**src/rtl/ingress_pkg.sv**
```systemverilog
// Shared header-field positions, limits and FSM encoding for the subunit ingress arbiter.
package ingress_pkg;

  localparam int HDR_WIDTH_DEFAULT = 128;
  localparam int HDR_FMT_BIT       = 30;
  localparam int HDR_LEN_LSB       = 0;
  localparam int HDR_LEN_WIDTH     = 10;
  localparam int MAX_PAYLOAD_DW    = 1024;
  localparam int DW_COUNT_WIDTH    = 11;

  typedef enum logic [1:0] {
    ST_IDLE    = 2'd0,
    ST_HDR     = 2'd1,
    ST_PAYLOAD = 2'd2,
    ST_DONE    = 2'd3
  } arb_state_t;

  // A zero length field encodes the maximum payload size.
  function automatic logic [DW_COUNT_WIDTH-1:0] payload_dw_count(
    input logic [HDR_LEN_WIDTH-1:0] len
  );
    if (len == '0) return DW_COUNT_WIDTH'(MAX_PAYLOAD_DW);
    return {1'b0, len};
  endfunction

endpackage

```
**src/rtl/rr_arbiter.sv**
```systemverilog
// Combinational round-robin pick: highest priority at ptr, then ascending index with wrap.
module rr_arbiter #(
  parameter int NUM_LINKS = 4,
  parameter int IDX_W     = (NUM_LINKS > 1) ? $clog2(NUM_LINKS) : 1
) (
  input  logic [NUM_LINKS-1:0] req,
  input  logic [IDX_W-1:0]     ptr,
  output logic [NUM_LINKS-1:0] winner_onehot,
  output logic [IDX_W-1:0]     winner_idx,
  output logic                 winner_valid
);

  logic [NUM_LINKS-1:0] req_rot;

  // req_rot[k] is the request that sits k places after the pointer.
  for (genvar gi = 0; gi < NUM_LINKS; gi++) begin : g_rot
    assign req_rot[gi] = req[IDX_W'((int'(ptr) + gi) % NUM_LINKS)];
  end

  always_comb begin
    winner_onehot = '0;
    winner_idx    = '0;
    winner_valid  = 1'b0;
    // Scan from the far end so the closest request to the pointer is the last written.
    for (int k = NUM_LINKS - 1; k >= 0; k--) begin
      if (req_rot[k]) begin
        winner_valid = 1'b1;
        winner_idx   = IDX_W'((int'(ptr) + k) % NUM_LINKS);
      end
    end
    if (winner_valid) winner_onehot[winner_idx] = 1'b1;
  end

endmodule

```
**src/rtl/subunit_ingress_arbiter.sv**
```systemverilog
// Arbitrates several ingress link routers onto one subunit input, forwarding
// one header and its payload DWs per grant with buffer-full back-pressure.
module subunit_ingress_arbiter
  import ingress_pkg::*;
#(
  parameter int NUM_LINKS    = 4,
  parameter int DATA_WIDTH   = 32,
  parameter int HEADER_WIDTH = HDR_WIDTH_DEFAULT
) (
  input  logic                               clk,
  input  logic                               rst_n,
  input  logic [NUM_LINKS-1:0]               req_valid,
  input  logic [NUM_LINKS*HEADER_WIDTH-1:0]  req_header,
  input  logic [NUM_LINKS*DATA_WIDTH-1:0]    req_payload,
  input  logic [NUM_LINKS-1:0]               req_payload_valid,
  output logic [NUM_LINKS-1:0]               grant,
  input  logic                               subunit_input_buffer_full,
  output logic [HEADER_WIDTH-1:0]            out_header,
  output logic                               out_header_valid,
  output logic [DATA_WIDTH-1:0]              out_payload,
  output logic                               out_payload_valid,
  output logic                               out_last,
  output logic                               busy
);

  localparam int IDX_W = (NUM_LINKS > 1) ? $clog2(NUM_LINKS) : 1;

  arb_state_t                state_reg, state_next;
  logic [IDX_W-1:0]          winner_reg, winner_next;
  logic [IDX_W-1:0]          rr_ptr_reg, rr_ptr_next;
  logic [NUM_LINKS-1:0]      grant_reg, grant_next;
  logic [DW_COUNT_WIDTH-1:0] dw_count_reg, dw_count_next;
  logic [HEADER_WIDTH-1:0]   out_header_reg, out_header_next;
  logic                      out_header_valid_reg, out_header_valid_next;
  logic [DATA_WIDTH-1:0]     out_payload_reg, out_payload_next;
  logic                      out_payload_valid_reg, out_payload_valid_next;
  logic                      out_last_reg, out_last_next;

  logic [NUM_LINKS-1:0]      arb_onehot;
  logic [IDX_W-1:0]          arb_idx;
  logic                      arb_valid;

  logic [HEADER_WIDTH-1:0]   link_header  [NUM_LINKS];
  logic [DATA_WIDTH-1:0]     link_payload [NUM_LINKS];
  logic [HEADER_WIDTH-1:0]   win_header;
  logic [DATA_WIDTH-1:0]     win_payload;
  logic                      win_req_valid;
  logic                      win_payload_valid;

  for (genvar gi = 0; gi < NUM_LINKS; gi++) begin : g_unpack
    assign link_header[gi]  = req_header[gi*HEADER_WIDTH +: HEADER_WIDTH];
    assign link_payload[gi] = req_payload[gi*DATA_WIDTH +: DATA_WIDTH];
  end

  assign win_header        = link_header[winner_reg];
  assign win_payload       = link_payload[winner_reg];
  assign win_req_valid     = req_valid[winner_reg];
  assign win_payload_valid = req_payload_valid[winner_reg];

  rr_arbiter #(
    .NUM_LINKS (NUM_LINKS),
    .IDX_W     (IDX_W)
  ) u_rr_arbiter (
    .req           (req_valid),
    .ptr           (rr_ptr_reg),
    .winner_onehot (arb_onehot),
    .winner_idx    (arb_idx),
    .winner_valid  (arb_valid)
  );

  always_comb begin
    state_next             = state_reg;
    winner_next            = winner_reg;
    rr_ptr_next            = rr_ptr_reg;
    grant_next             = grant_reg;
    dw_count_next          = dw_count_reg;
    out_header_next        = out_header_reg;
    out_header_valid_next  = 1'b0;
    out_payload_next       = out_payload_reg;
    out_payload_valid_next = 1'b0;
    out_last_next          = 1'b0;

    case (state_reg)
      ST_IDLE: begin
        if (arb_valid) begin
          winner_next = arb_idx;
          grant_next  = arb_onehot;
          state_next  = ST_HDR;
        end
      end

      ST_HDR: begin
        // A withdrawn request drops the grant without advancing the pointer.
        if (!win_req_valid) begin
          grant_next = '0;
          state_next = ST_IDLE;
        end else if (!subunit_input_buffer_full) begin
          out_header_next       = win_header;
          out_header_valid_next = 1'b1;
          if (win_header[HDR_FMT_BIT]) begin
            dw_count_next = payload_dw_count(win_header[HDR_LEN_LSB +: HDR_LEN_WIDTH]);
            state_next    = ST_PAYLOAD;
          end else begin
            grant_next = '0;
            state_next = ST_DONE;
          end
        end
      end

      ST_PAYLOAD: begin
        if (win_payload_valid && !subunit_input_buffer_full) begin
          out_payload_next       = win_payload;
          out_payload_valid_next = 1'b1;
          dw_count_next          = dw_count_reg - DW_COUNT_WIDTH'(1);
          if (dw_count_reg == DW_COUNT_WIDTH'(1)) begin
            out_last_next = 1'b1;
            grant_next    = '0;
            state_next    = ST_DONE;
          end
        end
      end

      ST_DONE: begin
        rr_ptr_next = (int'(winner_reg) == NUM_LINKS - 1) ? '0 : winner_reg + IDX_W'(1);
        state_next  = ST_IDLE;
      end

      default: state_next = ST_IDLE;
    endcase
  end

  always_ff @(posedge clk or negedge rst_n) begin
    if (!rst_n) begin
      state_reg             <= ST_IDLE;
      winner_reg            <= '0;
      rr_ptr_reg            <= '0;
      grant_reg             <= '0;
      dw_count_reg          <= '0;
      out_header_reg        <= '0;
      out_header_valid_reg  <= 1'b0;
      out_payload_reg       <= '0;
      out_payload_valid_reg <= 1'b0;
      out_last_reg          <= 1'b0;
    end else begin
      state_reg             <= state_next;
      winner_reg            <= winner_next;
      rr_ptr_reg            <= rr_ptr_next;
      grant_reg             <= grant_next;
      dw_count_reg          <= dw_count_next;
      out_header_reg        <= out_header_next;
      out_header_valid_reg  <= out_header_valid_next;
      out_payload_reg       <= out_payload_next;
      out_payload_valid_reg <= out_payload_valid_next;
      out_last_reg          <= out_last_next;
    end
  end

  assign grant             = grant_reg;
  assign out_header        = out_header_reg;
  assign out_header_valid  = out_header_valid_reg;
  assign out_payload       = out_payload_reg;
  assign out_payload_valid = out_payload_valid_reg;
  assign out_last          = out_last_reg;
  assign busy              = (state_reg != ST_IDLE);

endmodule

```
**config.mk**
```make
export PLATFORM = sky130hd
export DESIGN_NAME = subunit_ingress_arbiter
export DESIGN_NICKNAME = d
export VERILOG_FILES = /design/src/rtl/ingress_pkg.sv /design/src/rtl/rr_arbiter.sv /design/src/rtl/subunit_ingress_arbiter.sv
export SDC_FILE = /design/constraint.sdc
export NUM_CORES = 1
export LEC_CHECK = 0
export ABC_AREA = 1
export ABC_CLOCK_PERIOD_IN_PS = 3000
export CELL_PAD_IN_SITES_DETAIL_PLACEMENT = 0
export CELL_PAD_IN_SITES_GLOBAL_PLACEMENT = 1
export CORE_AREA = 8 8 314 316
export CTS_BUF_LIST = sky130_fd_sc_hd__clkbuf_8 sky130_fd_sc_hd__clkbuf_16
export CTS_CLUSTER_DIAMETER = 40
export DETAILED_ROUTE_END_ITERATION = 8
export DIE_AREA = 0 0 322 324
export PLACE_DENSITY = 0.55
export SLEW_MARGIN = 5
export SYNTH_ARGS = -nofsm -noshare
export SYNTH_HDL_FRONTEND = slang
export SYNTH_SLANG_ARGS = --single-unit
export TNS_END_PERCENT = 50
```
**constraint.sdc**
```tcl
create_clock -name clk -period 3 [get_ports clk]
set_clock_uncertainty 0.05 [all_clocks]
set_input_delay 0.6 -clock clk [delete_from_list [all_inputs] [get_ports clk]]
set_output_delay 0.6 -clock clk [all_outputs]
set_load 0.03 [all_outputs]
```
# Word-level counts from Yosys, hierarchy flattened
# Cells that the tools add are included.
[totals]
ff_bits = 184
in_bits = 651
out_inout_bits = 168
word_cells = 119
[classes]
n_addsub = 5
order_cmp = 8
eq_ne = 13
mux = 67
n_bitwise = 2
n_reduce_logical = 14
[ops]
columns = ["cell", "n"]
rows = [
  ["$bmux W128 S2", 1],
  ["$mux W128", 2],
  ["$mux W11", 6],
  ["$bmux W32 S2", 1],
  ["$mux W32", 2],
  ["$mux W1", 29],
  ["$mux W4", 6],
  ["$pmux W11 S2", 1],
  ["$mux W2", 10],
  ["$lt A2 B4 Y1 const B", 4],
  ["$bmux W1 S2", 6],
  ["$ne A2 B2 Y1 const B", 6],
  ["$pmux W4 S3", 1],
  ["$eq A11 B1 Y1 const B", 1],
  ["$sub A11 B1 Y11 const B", 1],
  ["$logic_not A10 Y1", 1],
  ["$pmux W2 S4", 1],
  ["$lt A2 B3 Y1 const B", 2],
  ["$ne A3 B3 Y1 const B", 2],
  ["$reduce_and A6 Y1", 1],
  ["$reduce_and A5 Y1", 1],
  ["$add A2 B1 Y2 const B", 2],
  ["$add A2 B2 Y2 const B", 2],
  ["$eq A2 B1 Y1 const B", 2],
  ["other kinds (14)", 18],
]

# Longest topological paths before layout
# Gate-level depths: netlist of the first run.
[logic_depth]
ltp_word = 15
mapped_depth = 13
ltp_nobuf = 13

# Modules after synthesis
# Synthesis of the first run repeated with hierarchy kept, for this count alone.
[unflattened]
hier_cells = 1861
hier_area_um2 = 12124.1
[by_module_without_submodules]
columns = ["module", "instances", "cells_each", "area_per_inst_um2", "seq_area_each_um2"]
rows = [
  ["subunit_ingress_arbiter", 1, 1809, 11848.9, 4604.4],
  ["rr_arbiter", 1, 52, 275.3, 0.0],
]

# Least setup slack after synthesis of the first run
# No wires, ideal clock.
[synth_timing]
path_type = "flip-flop to flip-flop"
start = "register state_reg[0]"
end = "register out_payload_reg[2], in the netlist out_payload[2]"
setup_time_ns = 0.125
arrival_time_ns = 1.751
required_time_ns = 2.825
slack_ns = 1.075
stages_incl_launch_ff = 9
n_path_buf = 3
synth_period_minus_slack_ns = 1.925
path_cell_list = "dfrtp_1 -> inv_1 -> ha_1 -> buf_2 -> inv_1 -> buf_2 -> nor2_4 -> buf_4 -> mux2_2"
[synth_via]
elab_chain_cells = 2
[synth_rtl]
columns = ["item", "line_no", "text"]
rows = [
  ["from (decl)", "subunit_ingress_arbiter.sv:28", "arb_state_t state_reg, state_next;"],
  ["from (signal assigned)", "subunit_ingress_arbiter.sv:145", "state_reg <= state_next;"],
  ["$eq A2 B2 Y1", "subunit_ingress_arbiter.sv:83", "case (state_reg)"],
  ["$reduce_and A2 Y1 (no source line)", "--", ""],
  ["to (signal assigned)", "subunit_ingress_arbiter.sv:152", "out_payload_reg <= out_payload_next;"],
  ["to (decl)", "subunit_ingress_arbiter.sv:35", "logic [DATA_WIDTH-1:0] out_payload_reg, out_payload_next;"],
]
# Every way passes these cells.
# A chain may end at the register's enable or synchronous reset.

# Worst setup path in the final report of the first run
[layout_timing]
start = "register state_reg[0]"
end = "output busy"
[layout_via]
elab_chain_cells = 1
[layout_rtl]
columns = ["item", "line_no", "text"]
rows = [
  ["$reduce_bool A2 Y1", "subunit_ingress_arbiter.sv:164", "assign busy = (state_reg != ST_IDLE);"],
  ["to (decl)", "subunit_ingress_arbiter.sv:23", "output logic busy"],
]
# Every way passes these cells.

==> results of run 1 <==
[what timing repair did]
item | 4_1_cts | 5_1_grt
setup endpoints to repair | 0 | 0
hold buffers | 1 | 0
endpoints found under the hold margin | 23 | 0
[cells in the mapped netlist, types with 4 or more instances]
cell and instances:
a21oi_1 9, o21ai_1 27, nand2_1 513, nor3_1 4, dfrtp_1 184, mux2_2 18
buf_4 9, inv_2 5, ha_1 8, clkbuf_1 66, inv_1 31, nand3_1 39
o22ai_1 150, buf_6 7, buf_2 54, o21ai_0 315, mux2_1 14, buf_1 5
nor2_1 316
[metal layers]
| metal | GRT usage (%) | up-vias | routed length (um) |
|---|---|---|---|
| li1 | - | 7497 | - |
| met2 | 26.9 | 573 | 41800 |
| met4 | 4.62 | 4 | 1690 |
| met3 | 5.47 | 69 | 6720 |
| met1 | 17.0 | 7340 | 32600 |
| met5 | 0 | - | 34 |
[area by class of cell]
class	instances	area, sq um
multi-input combinational	1429	6630
sequential	184	4610
inverter	38	163
timing repair buffer	870	8810
fill	10666	71500
antenna	9	22.5
clock inverter	14	150
tap	1265	1580
clock buffer	17	425
[where the power goes]
part	total [W]	internal [W]	switching (W)
clock network	0.00244	0.00123	0.00121
logic	0.0136	0.00497	0.00861
registers	0.00437	0.00361	0.000754
[stage by stage]
step / setup slack [ns] / utilization (%) / hold slack [ns]
2_1_floorplan: 1.07 / - / 0.254
3_3_place_gp: 0.505 / 23.2 / 0.402
3_5_place_dp: 0.480 / 23.2 / 0.407
4_1_cts: 0.164 / 23.8 / 0.426
5_1_grt: 0.0806 / 23.8 / 0.444
6_report: 0.248 / 23.9 / 0.419
[final timing paths]
check,from,endpoint,slack (ns),depth (start not counted)
max,state_reg[0]$_DFFE_PN0P_,busy,0.25,4
min,out_header[91]$_DFFE_PN0P_,out_header[91]$_DFFE_PN0P_,0.42,2
max reg2reg,winner_reg[0]$_DFFE_PN0P_,out_header[123]$_DFFE_PN0P_,0.66,7
min reg2reg,out_header[91]$_DFFE_PN0P_,out_header[91]$_DFFE_PN0P_,0.42,2
max in group asynchronous,rst_n,out_header[15]$_DFFE_PN0P_,1.58,3
min in group asynchronous,rst_n,out_header[38]$_DFFE_PN0P_,0.62,2
[worst register-to-register path, cell delays in order, from the launching register on]
cell     delay (ns)
dfrtp_4        0.65
inv_8          0.26
buf_12         0.33
buf_4          0.28
o21ai_0        0.11
o22ai_1        0.38
nand2_1        0.13
nand2_1        0.09
[cells by family (layout without fill, tap and decap cells)]
family | Yosys count | in the layout
other | 0 | 9
adders and majority gates | 8 | 8
and+or+nand+nor | 882 | 882
buffers and inverters | 179 | 939
AOI/OAI and AO/OA | 505 | 505
xor gates and xnor gates | 2 | 2
muxes | 32 | 32
DFF | 184 | 184
==> impl_metrics.yaml, run 1 <==
outcome:
  status: "completed"
logic_synthesis:
  synth_cell_types: 31
  yosysWarnings: 0
  synth_area_sq_mm: 0.0121
  synth-xor-area-share_pct: 0.145
  seq_area_frac_synth_pct: 38.2
  synth.avg_cell_area_sq_um: 6.73
  synth_top_area_share_pct: 38.2
  async_reset_ff_share_pct: 100
  synth_top_family_by_area: "simple AND/OR/NAND/NOR gates"
  synth-compound-area-share_pct: 22.6
  synth_ff_type: "dfrtp_1"
  synth-edff-count: 0
  synth_mux_area_share_pct: 2.99
  ys_ff_latch: 184
  yosysTopAreaCell: "dfrtp_1"
  synth.area.top_cells: "dfrtp_1 38%, nand2_1 16%, o21ai_0 13%, nor2_1 9.8%, o22ai_1 7.8%"
  synth_fa_ha_area_share_pct: 0.830
  yosys.area_share.simple_pct: 28.4
  synth_nets: 2451
  syn_inst: 1792
worst_setup_path:
  crit_required_ns: 2.35
  crit_buf_inv: 3
  crit_chain: "inv_1 > ha_1 > inv_1 > clkdlybuf4s50_1"
  cpMostUsedCell: "inv_1"
  slowest_stage: "clkdlybuf4s50_1"
  critical-path-max-stage-delay_ns: 0.68
  cp-start-kind: "flop"
  end_kind: "output port"
  path_class: "reg -> out"
  cp_data_arrival_time_ns: 2.10
  cp_max_fo: 6
  crit_family: "buffers and inverters"
global_routing:
  grt_pass1_vias: 16502
  grt_pass1_wl_um: 116000
  grt_usage_pct: 15.2
  antenna_found_initial: 16
  overflow: 0
  grt_max_degree: 93
floorplan:
  dieArea_sq_mm: 0.104
  boundaryPins: 819
  die_x_um: 322
  start_util_pct: 12.9
  core_sq_mm: 0.0939
  die_h_um: 324
  rows: 113
place:
  place_congestion: 0.830
  dp.cells: 3785
  placed_area_sq_mm: 0.0218
  post-dp-hpwl_um: 66400
  port_buffers: 818
pwr:
  p_leak_nw: 9.26
  peakVddDrop_mv: 0.445
  power_w: 0.0204
  p_per_area_mw_per_mm2: 910
detailed_routing:
  wl_um: 82900
  drc: 0
  drt_iter0_drc: 788
  dr.pass1.iters: 5
  wl_per_cell_um: 21.7
  postRouteAntennaNets: 0
  via_per_inst: 4.05
  vias: 15483
sta:
  finalSetupTns_ns: 0
  worst_slew_pin_slew_ns: 0.598
  finalHoldViolCount: 0
  finalCriticalPeriod_ns: 2.75
  rsz0062_at_grt: "no"
  report.final.slew_viol_count: 0
  fmax_ghz: 0.363
  setup_viol: 0
  slew_headroom_pct: 59.7
  fin_crit_sh_pct: 91.7
hold_path:
  hold_path.class: "reg -> reg"
finish:
  nets: 3199
  instances_no_fill: 3826
  largest_reg_flops: 128
  area_growth_syn_to_layout_pct: 85.6
  drive_gt1_share_pct: 4.58
  final_cell_mix: "817 x clkdlybuf4s50_1, 513 x nand2_1, 316 x nor2_1, 315 x o21ai_0, 182 x dfrtp_1"
  fin_area_sq_mm: 0.0224
  layout_commonest_cell: "clkdlybuf4s50_1"
clocking:
  cts.sinks: 184
  h-tree-depth: 4
  clock_latency_ns: 0.49
  post_cts_buffers: 0
  cts_tree: "done"
  cts_resized: 0
  cts_buffers: 17
  path_clk_slew_ns: 0.07
  root_buffer: "clkbuf_16"
  ctsLongestPathBuffers: 2
job:
  drv_cap: 0
No activity file was read; power rests on OpenSTA's default activity.
==> run 2, diff against run 1 <==
--- a/config.mk
+++ b/config.mk
@@ -9,12 +9,12 @@
 export ABC_CLOCK_PERIOD_IN_PS = 3000
 export CELL_PAD_IN_SITES_DETAIL_PLACEMENT = 0
 export CELL_PAD_IN_SITES_GLOBAL_PLACEMENT = 1
-export CORE_AREA = 8 8 314 316
-export CTS_BUF_LIST = sky130_fd_sc_hd__clkbuf_8 sky130_fd_sc_hd__clkbuf_16
+export CORE_AREA = 8 8 317 319
+export CTS_BUF_LIST = sky130_fd_sc_hd__clkbuf_8
 export CTS_CLUSTER_DIAMETER = 40
 export DETAILED_ROUTE_END_ITERATION = 8
-export DIE_AREA = 0 0 322 324
-export PLACE_DENSITY = 0.55
+export DIE_AREA = 0 0 325 327
+export PLACE_DENSITY = 0.54
 export SLEW_MARGIN = 5
 export SYNTH_ARGS = -nofsm -noshare
 export SYNTH_HDL_FRONTEND = slang
==> run 2 against run 1 <==
Net effect: global-route usage down 0.30 points; combinational power about the same; design area down 0.38%; worst hold slack better by 0.010 ns; critical path type unchanged; largest cell class unchanged; largest power group unchanged.
==> impl_metrics.yaml, run 2 (synthesis gave the netlist of run 1 again) <==
outcome:
  status: "completed"
worst_setup_path:
  rr_startpoint: "winner_reg[0]$_DFFE_PN0P_"
  cp_data_arrival_time_ns: 2.02
  cp-start-kind: "flop"
  path_class: "reg -> out"
  startpoint: "state_reg[0]$_DFFE_PN0P_"
  cp_max_fo: 6
  end_kind: "output port"
  crit_required_ns: 2.35
place:
  port_buffers: 818
  placed_area_sq_mm: 0.0219
  post-dp-hpwl_um: 66100
  place_congestion: 0.800
pwr:
  power_w: 0.0200
  p_int_w: 0.00955
  clkPwrFrac_pct: 10.1
  seq_power_share_pct: 21.9
  p_switching_w: 0.0104
  peakVddDrop_mv: 0.403
  p_leak_nw: 9.22
  p_per_area_mw_per_mm2: 896
  p_sw_share_pct: 52.3
  power_frac_comb_pct: 68.0
finish:
  nets: 3203
  drive_gt1_share_pct: 4.77
  nFillCells: 10779
  layout_commonest_cell: "clkdlybuf4s50_1"
  fin_area_sq_mm: 0.0223
  area_growth_syn_to_layout_pct: 84.9
  largest_reg_flops: 128
  final_cell_mix: "816 x clkdlybuf4s50_1, 513 x nand2_1, 316 x nor2_1, 315 x o21ai_0, 182 x dfrtp_1"
sta:
  fin_crit_sh_pct: 89.0
  hold-worst-slack_ns: 0.429
  worst_slew_pin_slew_ns: 0.942
  setup_viol: 0
  slew_headroom_pct: 36.5
  finalHoldViolCount: 0
  rsz0062_at_grt: "no"
  finalCriticalPeriod_ns: 2.67
  finalSetupTns_ns: 0
  report.final.slew_viol_count: 0
  fmax_ghz: 0.375
clocking:
  clock_latency_ns: 0.58
  ctsLongestPathBuffers: 2
  path_clk_slew_ns: 0.10
  cts.sinks: 184
  cts_buffers: 17
  cts_tree: "done"
  h-tree-depth: 4
  root_buffer: "clkbuf_8"
  post_cts_buffers: 0
detailed_routing:
  postRouteAntennaNets: 0
  vias: 15314
  dr.pass1.iters: 4
  via_per_inst: 3.99
  wl_per_cell_um: 21.5
  drt_iter0_drc: 751
  wl_um: 82400
  drc: 0
global_routing:
  grt_pass1_wl_um: 117000
  antenna_found_initial: 15
  grt_usage_pct: 14.9
  grt_max_degree: 97
  overflow: 0
  grt_pass1_vias: 16064
floorplan:
  dieArea_sq_mm: 0.106
  core_sq_mm: 0.0957
  die_h_um: 327
  start_util_pct: 12.6
  die_x_um: 325
  rows: 114
  boundaryPins: 819
hold_path:
  hold_path.class: "reg -> reg"
  min-delay-start: "out_header[107]$_DFFE_PN0P_"
job:
  drv_cap: 0
[run 2: cell count changes in the layout (fill, tap and decap cells not counted), sizes merged]
cell and change:
bufinv +2, dlygate4sd2 +1, clkinvlp -1, clkinv +2
inv -5, clkbuf +1, diode -4, clkdlybuf4s50 -1
buf +4
[run 2: metrics by stage]
stage	util, %	setup slack (ns)	instances
CTS	23.3	0.190	3831
finish	23.3	0.330	3836
detailed placement	22.8	0.176	3800
global placement	22.8	0.175	3800
floorplan	-	1.07	1792
global route	23.3	0.0959	3834
[run 2: power groups by stage]
| stage | clock network, W | registers [W] | logic (W) |
|---|---|---|---|
| after floorplan | 0 | 0.00620 | 0.00568 |
| after global placement | 0 | 0.00442 | 0.0140 |
| after detailed placement | 0 | 0.00442 | 0.0139 |
| after CTS | 0.00219 | 0.00439 | 0.0139 |
| after global routing | 0.00225 | 0.00454 | 0.0149 |
| final | 0.00202 | 0.00437 | 0.0136 |
[run 2: repair_timing]
item | 4_1_cts | 5_1_grt
setup endpoints to repair | 1 | 0
hold buffers | 1 | 0
gates resized for setup | 1 | 0
endpoints found under the hold margin | 56 | 0
[run 2: worst paths after layout]
check | to | slack, ns | depth (start not counted)
setup / recovery | busy | 0.33 | 4
hold / removal | out_header[107]$_DFFE_PN0P_ | 0.43 | 2
min in group asynchronous | out_header[31]$_DFFE_PN0P_ | 0.54 | 2
setup reg to reg | out_header[1]$_DFFE_PN0P_ | 0.56 | 10
max in group asynchronous | out_header[125]$_DFFE_PN0P_ | 1.66 | 3
hold reg to reg | out_header[107]$_DFFE_PN0P_ | 0.43 | 2
[run 2: area by class of cell]
class                      count  area, sq um  share of cell area (%)
multi-input combinational   1429         6630                    29.7
clock buffer                  18          248                    1.11
clock inverter                12          175                   0.785
tap                         1276         1600                    7.16
inverter                      38          160                   0.718
antenna                        5         12.5                  0.0561
timing repair buffer         874         8880                    39.8
sequential                   184         4610                    20.7
[run 2: per-layer routing]
| layer | part of all wire [%] | wire length, um | GRT usage (%) | up-vias |
|---|---|---|---|---|
| met5 | 0.059 | 49 | 0 | - |
| met2 | 50 | 41500 | 26.5 | 544 |
| li1 | - | - | - | 7493 |
| met1 | 41 | 33900 | 17.2 | 7215 |
| met3 | 7.2 | 5940 | 5.38 | 54 |
| met4 | 1.2 | 1020 | 2.91 | 8 |
[run 2: critical path, stage by stage (launching register included)]
cell and delay [ns]:
dfrtp_1 0.46, inv_1 0.14, ha_1 0.26, inv_1 0.08, dlygate4sd2_1 0.49
